<file path="config.mk">
export PLATFORM = sky130hd
export DESIGN_NAME = pocket_arcade_inputs
export DESIGN_NICKNAME = d
export VERILOG_FILES = /design/src/rtl/pocket_arcade_inputs.sv
export SDC_FILE = /design/constraint.sdc
export NUM_CORES = 1
export LEC_CHECK = 0
export CORE_ASPECT_RATIO = 1.1
export CORE_UTILIZATION = 50
export DETAILED_ROUTE_END_ITERATION = 7
export GPL_TIMING_DRIVEN = 0
export PLACE_DENSITY = 0.75
export SLEW_MARGIN = 10
export SYNTH_ARGS = -nofsm -noshare
export SYNTH_HDL_FRONTEND = slang
export SYNTH_SLANG_ARGS = --single-unit
</file>
<file path="constraint.sdc">
create_clock -name iCLK -period 5.8 [get_ports iCLK]
set_input_delay 1.45 -clock iCLK [delete_from_list [all_inputs] [get_ports iCLK]]
set_output_delay 1.45 -clock iCLK [all_outputs]
set_load 0.005 [all_outputs]
</file>
<file path="src/rtl/pocket_arcade_inputs.sv">
// Pad vector to arcade cabinet controls: per-button debounce, 4-way joystick, coin pulse, starts, fire.
// Define AUTOFIRE_EN to add autofire on B; without it B acts as a plain second fire button.
module pocket_arcade_inputs #(
  parameter logic [15:0] DB_LIMIT    = 16'd48000,
  parameter logic [23:0] COIN_CYCLES = 24'd4800000,
  parameter logic [23:0] AF_HALF     = 24'd2400000
) (
  input  logic        iCLK,
  input  logic        iRST_N,
  input  logic [15:0] iPAD,
  output logic [15:0] oDB,
  output logic [3:0]  oDIR,
  output logic        oFIRE,
  output logic        oCOIN,
  output logic        oSTART1,
  output logic        oSTART2
);

  logic [15:0] db;

  genvar gi;
  generate
    for (gi = 0; gi < 16; gi++) begin : g_debounce
      logic        bit_reg;
      logic [15:0] cnt_reg;

      // Any cycle that agrees with the accepted state restarts the hold count.
      always_ff @(posedge iCLK) begin
        if (!iRST_N) begin
          bit_reg <= 1'b0;
          cnt_reg <= 16'd0;
        end else if (iPAD[gi] == bit_reg) begin
          cnt_reg <= 16'd0;
        end else if (cnt_reg == DB_LIMIT - 16'd1) begin
          bit_reg <= iPAD[gi];
          cnt_reg <= 16'd0;
        end else begin
          cnt_reg <= cnt_reg + 16'd1;
        end
      end

      assign db[gi] = bit_reg;
    end
  endgenerate

  assign oDB = db;

  logic [3:0]  dir_reg, dir_next;
  logic        se_prev_reg;
  logic [23:0] coin_cnt_reg, coin_cnt_next;
  logic        start1_reg, start2_reg;
  logic        fire_reg, fire_next;

  // Multiple directions: the current one wins while still held, else fixed priority.
  always_comb begin
    dir_next = 4'b0000;
    case (db[3:0])
      4'b0000: dir_next = 4'b0000;
      4'b0001, 4'b0010, 4'b0100, 4'b1000: dir_next = db[3:0];
      default: begin
        if ((dir_reg & db[3:0]) != 4'b0000) dir_next = dir_reg;
        else if (db[0])                     dir_next = 4'b0001;
        else if (db[1])                     dir_next = 4'b0010;
        else if (db[2])                     dir_next = 4'b0100;
        else                                dir_next = 4'b1000;
      end
    endcase
  end

  always_comb begin
    coin_cnt_next = coin_cnt_reg;
    if (coin_cnt_reg != 24'd0)
      coin_cnt_next = coin_cnt_reg - 24'd1;
    else if (db[14] && !se_prev_reg)
      coin_cnt_next = COIN_CYCLES;
  end

`ifdef AUTOFIRE_EN
  logic        b_prev_reg;
  logic        phase_reg, phase_next;
  logic [23:0] af_cnt_reg, af_cnt_next;

  // Fire uses the next phase so the first high phase starts right after B is accepted.
  always_comb begin
    phase_next  = phase_reg;
    af_cnt_next = af_cnt_reg;
    if (!db[5]) begin
      phase_next  = 1'b0;
      af_cnt_next = 24'd0;
    end else if (!b_prev_reg) begin
      phase_next  = 1'b1;
      af_cnt_next = 24'd0;
    end else if (af_cnt_reg == AF_HALF - 24'd1) begin
      phase_next  = ~phase_reg;
      af_cnt_next = 24'd0;
    end else begin
      af_cnt_next = af_cnt_reg + 24'd1;
    end
    fire_next = db[4] | (db[5] & phase_next);
  end

  always_ff @(posedge iCLK) begin
    if (!iRST_N) begin
      b_prev_reg <= 1'b0;
      phase_reg  <= 1'b0;
      af_cnt_reg <= 24'd0;
    end else begin
      b_prev_reg <= db[5];
      phase_reg  <= phase_next;
      af_cnt_reg <= af_cnt_next;
    end
  end
`else
  // AF_HALF only matters when autofire is built in.
  logic af_half_unused;
  assign af_half_unused = ^AF_HALF;
  assign fire_next = db[4] | db[5];
`endif

  always_ff @(posedge iCLK) begin
    if (!iRST_N) begin
      dir_reg      <= 4'b0000;
      se_prev_reg  <= 1'b0;
      coin_cnt_reg <= 24'd0;
      start1_reg   <= 1'b0;
      start2_reg   <= 1'b0;
      fire_reg     <= 1'b0;
    end else begin
      dir_reg      <= dir_next;
      se_prev_reg  <= db[14];
      coin_cnt_reg <= coin_cnt_next;
      start1_reg   <= db[15];
      start2_reg   <= db[9];
      fire_reg     <= fire_next;
    end
  end

  assign oDIR    = dir_reg;
  assign oCOIN   = (coin_cnt_reg != 24'd0);
  assign oSTART1 = start1_reg;
  assign oSTART2 = start2_reg;
  assign oFIRE   = fire_reg;

endmodule

</file>
Word-level counts from Yosys, hierarchy flattened
Cells that the tools add are included.
{ "word_totals": {"output_inout_bits": 24, "wordCells": 157, "inputBits": 18, "regBits": 304} }
{ "op_classes": {"n_bitwise": 19, "mux": 7, "n_addsub": 17, "reduce_logical": 39, "n_eq_ne": 37} }
{ "ops": {"columns": ["cell", "n"], "rows": [
  ["16-bit by 1-bit adder with 16-bit output, second input constant", 16],
  ["16-bit == test, second input constant", 16],
  ["24-bit 2-to-1 mux", 2],
  ["3-bit OR reduction", 16],
  ["2-bit AND reduction", 16],
  ["24-bit nonzero test", 1],
  ["24-bit by 1-bit subtractor with 24-bit output, second input constant", 1],
  ["1-bit NOT", 17],
  ["1-bit == test", 16],
  ["4-bit 2-to-1 mux", 4],
  ["4-bit case mux with 2 select lines", 1],
  ["4-bit bitwise AND", 1],
  ["4-bit by 1-bit == test with 1-bit output, second input constant", 1],
  ["4-bit by 2-bit == test with 1-bit output, second input constant", 1],
  ["4-bit by 3-bit == test with 1-bit output, second input constant", 1],
  ["4-bit == test, second input constant", 1],
  ["4-bit logical NOT", 1],
  ["4-bit nonzero test", 1],
  ["4-bit OR reduction", 1],
  ["3-bit by 1-bit != test with 1-bit output, second input constant", 1],
  ["2-bit nonzero test", 1],
  ["1-bit logical AND", 1],
  ["1-bit logical NOT", 1],
  ["1-bit bitwise OR", 1]
]} }

Longest topological paths before layout
{ "depth": {"depth_word": 5, "mapped_depth": 8, "ltp_nobuf": 8} }

Worst setup path before layout
No wires, ideal clock.
{ "synth_path": {"kind": "reg-to-output", "startpoint": "reg coin_cnt_reg[16]", "endpoint": "out oCOIN", "stages_incl_launch_ff": 6, "t_arrival_ps": 1717, "path_buffers": 1, "t_required_ps": 4350, "slack_ps": 2633, "cell_sequence": "dfxtp_1 or4_4 or3_1 buf_6 nor2_2 inv_1"} }
{ "synth_via": {"elab_chain_cells": 1} }
{ "synth_lines": {"columns": ["item", "line", "rtl"], "rows": [
  ["start: declaration", "50", "logic [23:0] coin_cnt_reg, coin_cnt_next;"],
  ["start signal: assignment", "131", "coin_cnt_reg <= coin_cnt_next;"],
  ["24-bit nonzero test", "139", "assign oCOIN = (coin_cnt_reg != 24'd0);"],
  ["end: declaration", "14", "output logic oCOIN,"]
]} }
Every way passes these cells.

Final worst setup path
Same ends and word-level chain as after synthesis.

==> metrics.md <==
| Metric | Value |
|---|---|
| Status | `finished clean` |
| Largest net degree at the start of global routing | `15` |
| Grt ovf | `0` |
| Clock Skew | `0.00820 ns` |
| Critical Path Source Type | `flop` |
| CTS Sinks | `304` |
| Largest cells by area after synthesis | `dfxtp_1, xor2_1, nor2_1` |
| Drt pass-1 iters | `5` |
| Syn Inst Count | `1478` |
| Final instance area | `15000 um2` |
| RSZ-0062 raised after global routing | `false` |
| Syn_nets | `1513` |
| Die W | `156 um` |
| Number of flip-flops in the largest register | `256` |
| Yosys reg bits | `304` |
| Final setup fails | `0` |
| Asr flop ratio synth | `0%` |
| First-pass GRT wire length | `42800 um` |
| Fin crit share | `75.5%` |
| Site Rows | `61` |
| Core area | `25400 um2` |
| Resized cells post-CTS | `0` |
| Clk slew on worst S/H paths | `0.06 ns` |
| Main synth FF type | `dfxtp_1` |
| Root Buffer | `clkbuf_16` |
| Top cell type's share of synthesized area | `46.8%` |
| Hold Crit Class | `reg2reg` |
| GPL Wtd Cong | `0.812` |
| Starting Density | `51.1%` |
| Routed WL | `24000 um` |
| Via count | `9869` |
| Setup CP Type | `reg2out` |
| Gr usage total | `18.9%` |
| Die ar. | `26600 um2` |
| ANT cells | `0` |
| CP required | `4.35 ns` |
| Fin. Hold Viols | `0` |
| Commonest cells post-synth | `nor2_1, dfxtp_1, xor2_1` |
| Clock Latency Late Sink | `0.55 ns` |
| Ports | `42` |
| Routed WL per cell | `12.5 um` |
| Mapped Area | `13000 um2` |
| Max Fclk | `228 MHz` |
| Area growth, synth to finish | `15.6%` |
| TritonCTS clock tree | `done` |
| Avg Inst Size Synth | `8.79 um2` |
| P_leak | `5.38 nW` |
| Worst slew pin tran | `1.13 ns` |
| Post-synth EDFFs | `0` |
| H-tree lvl count | `1` |
| Max-capacitance violation count | `0` |
| Ys Warns | `0` |
| Num CTS Buffers | `31` |
| Worst Path Arrival | `2.93 ns` |
| Vias per std cell | `5.13` |
| Starting DRT DRC Count | `469` |
| Initial antenna violation count | `0` |
| Tmin final | `4.38 ns` |
| Final HPWL from detailed placement | `16300 um` |
| Register area share after synthesis | `46.8%` |
| Placed inst area | `13800 um2` |
| Die Height | `171 um` |
| Post-CTS setup buffer count | `0` |
| Endpoint class of the critical path | `primary output` |
| Vias in the first global route | `9617` |
| Setup TNS | `0 ns` |
| Worst-path fanout max | `9` |
| CTS Hold Bufs | `0` |
| Drc violations | `0` |
| Area leader, netlist | `dfxtp_1` |
| Clock Tree Buf Depth | `3` |
| Port Buffers | `41` |
| Power Density | `343 nW/um2` |
| Ratio of cells with drive above 1 in the final layout | `5.52%` |
| Max VDD drop | `0.283 mV` |
| Max_slew headroom | `24.7%` |
| Synth unique cells | `48` |
| Nets | `1587` |
| Fill cells | `2183` |
| Final Slew Violations | `0` |
| Most frequent cell after synthesis | `nor2_1` |
| Routed Antenna Nets | `0` |
[final timing paths]
kind                        startpoint                         to  slack [ns]  depth (start not counted)
max                   coin_cnt_reg[16]                      oCOIN        1.42                          6
min          g_debounce[11].cnt_reg[0]  g_debounce[11].cnt_reg[0]        0.45                          1
max reg2reg   g_debounce[4].cnt_reg[0]  g_debounce[4].cnt_reg[14]        3.37                          7
min reg2reg  g_debounce[11].cnt_reg[0]  g_debounce[11].cnt_reg[0]        0.45                          1
[cell families (layout without fill, tap and decap cells)]
family                   after synthesis  after routing  synth area share (%)
AO/OA/AOI/OAI                         35             35                  1.84
flip-flops                           304            304                  46.8
multiplexers                          22             22                  1.69
XOR/XNOR                             247            247                  16.6
buffers and inverters                 91            189                  3.24
AND/OR/NAND/NOR                      761            761                  28.0
adder cells (fa/ha/maj)               18             18                  1.71
[through the flow]
step           hold slack, ns  instances  setup WS, ns  total power, W  util, %
6_report                0.446       1922          1.42         0.00516     59.1
5_1_grt                 0.465       1922          1.20         0.00539     59.1
4_1_cts                 0.450       1922          1.39         0.00521     59.1
3_5_place_dp            0.439       1865          1.11         0.00292     54.4
3_3_place_gp            0.428       1865          1.19         0.00290     54.4
2_1_floorplan           0.418       1478          2.63         0.00277        -
[area by class of cell]
type	instances	area, um2	area share [%]
multi-input cells	1083	6490	43.2
flip-flops and latches	304	6090	40.5
clock buffers	36	825	5.49
well taps	346	433	2.88
repair buffers	41	410	2.73
clock inverters	21	364	2.42
plain buffers	53	279	1.86
inverters	38	143	0.949
[placed cells by master, fill, tap and decap left out, types with 3 or more instances in the layout]
cell type,n
a211oi_1,9
a21oi_1,7
a311oi_1,3
and2_1,6
and3_1,39
and4_1,11
buf_4,17
bufinv_16,10
clkbuf_1,34
clkbuf_16,31
clkbuf_8,3
clkdlybuf4s50_1,41
clkinv_2,8
dfxtp_1,304
ha_1,17
inv_1,38
mux2i_1,22
nand2_1,62
nand2b_1,9
nand3_1,140
nand4_1,56
nand4b_1,5
nor2_1,337
nor2b_1,6
nor3_1,38
nor3b_1,5
nor4_1,19
nor4b_1,6
o21ai_0,6
or2_2,5
or3_1,5
or4_1,4
xnor2_1,92
xor2_1,155
[critical path, cell delays in order, from the launching register on]
cell and delay (ns):
dfxtp_1 0.35, or4_4 0.56, or3_1 0.37, buf_6 0.14, nor2_2 0.32, inv_1 0.14
clkdlybuf4s50_1 0.50
[per-layer routing]
layer / vias to the layer above / global-route usage, % / share of wire (%)
met5: - / 0 / 0
met3: 35 / 2.58 / 3.6
li1: 5110 / - / -
met4: 0 / 5.58 / 2.0
met1: 4609 / 23.4 / 46
met2: 115 / 34.0 / 48
[power by group]
part | internal [W] | switching (W)
combinational | 0.000264 | 0.000372
clock | 0.00146 | 0.000822
sequential | 0.00217 | 0.0000763
total | 0.00389 | 0.00127
Power figures use the tool's default switching activity.
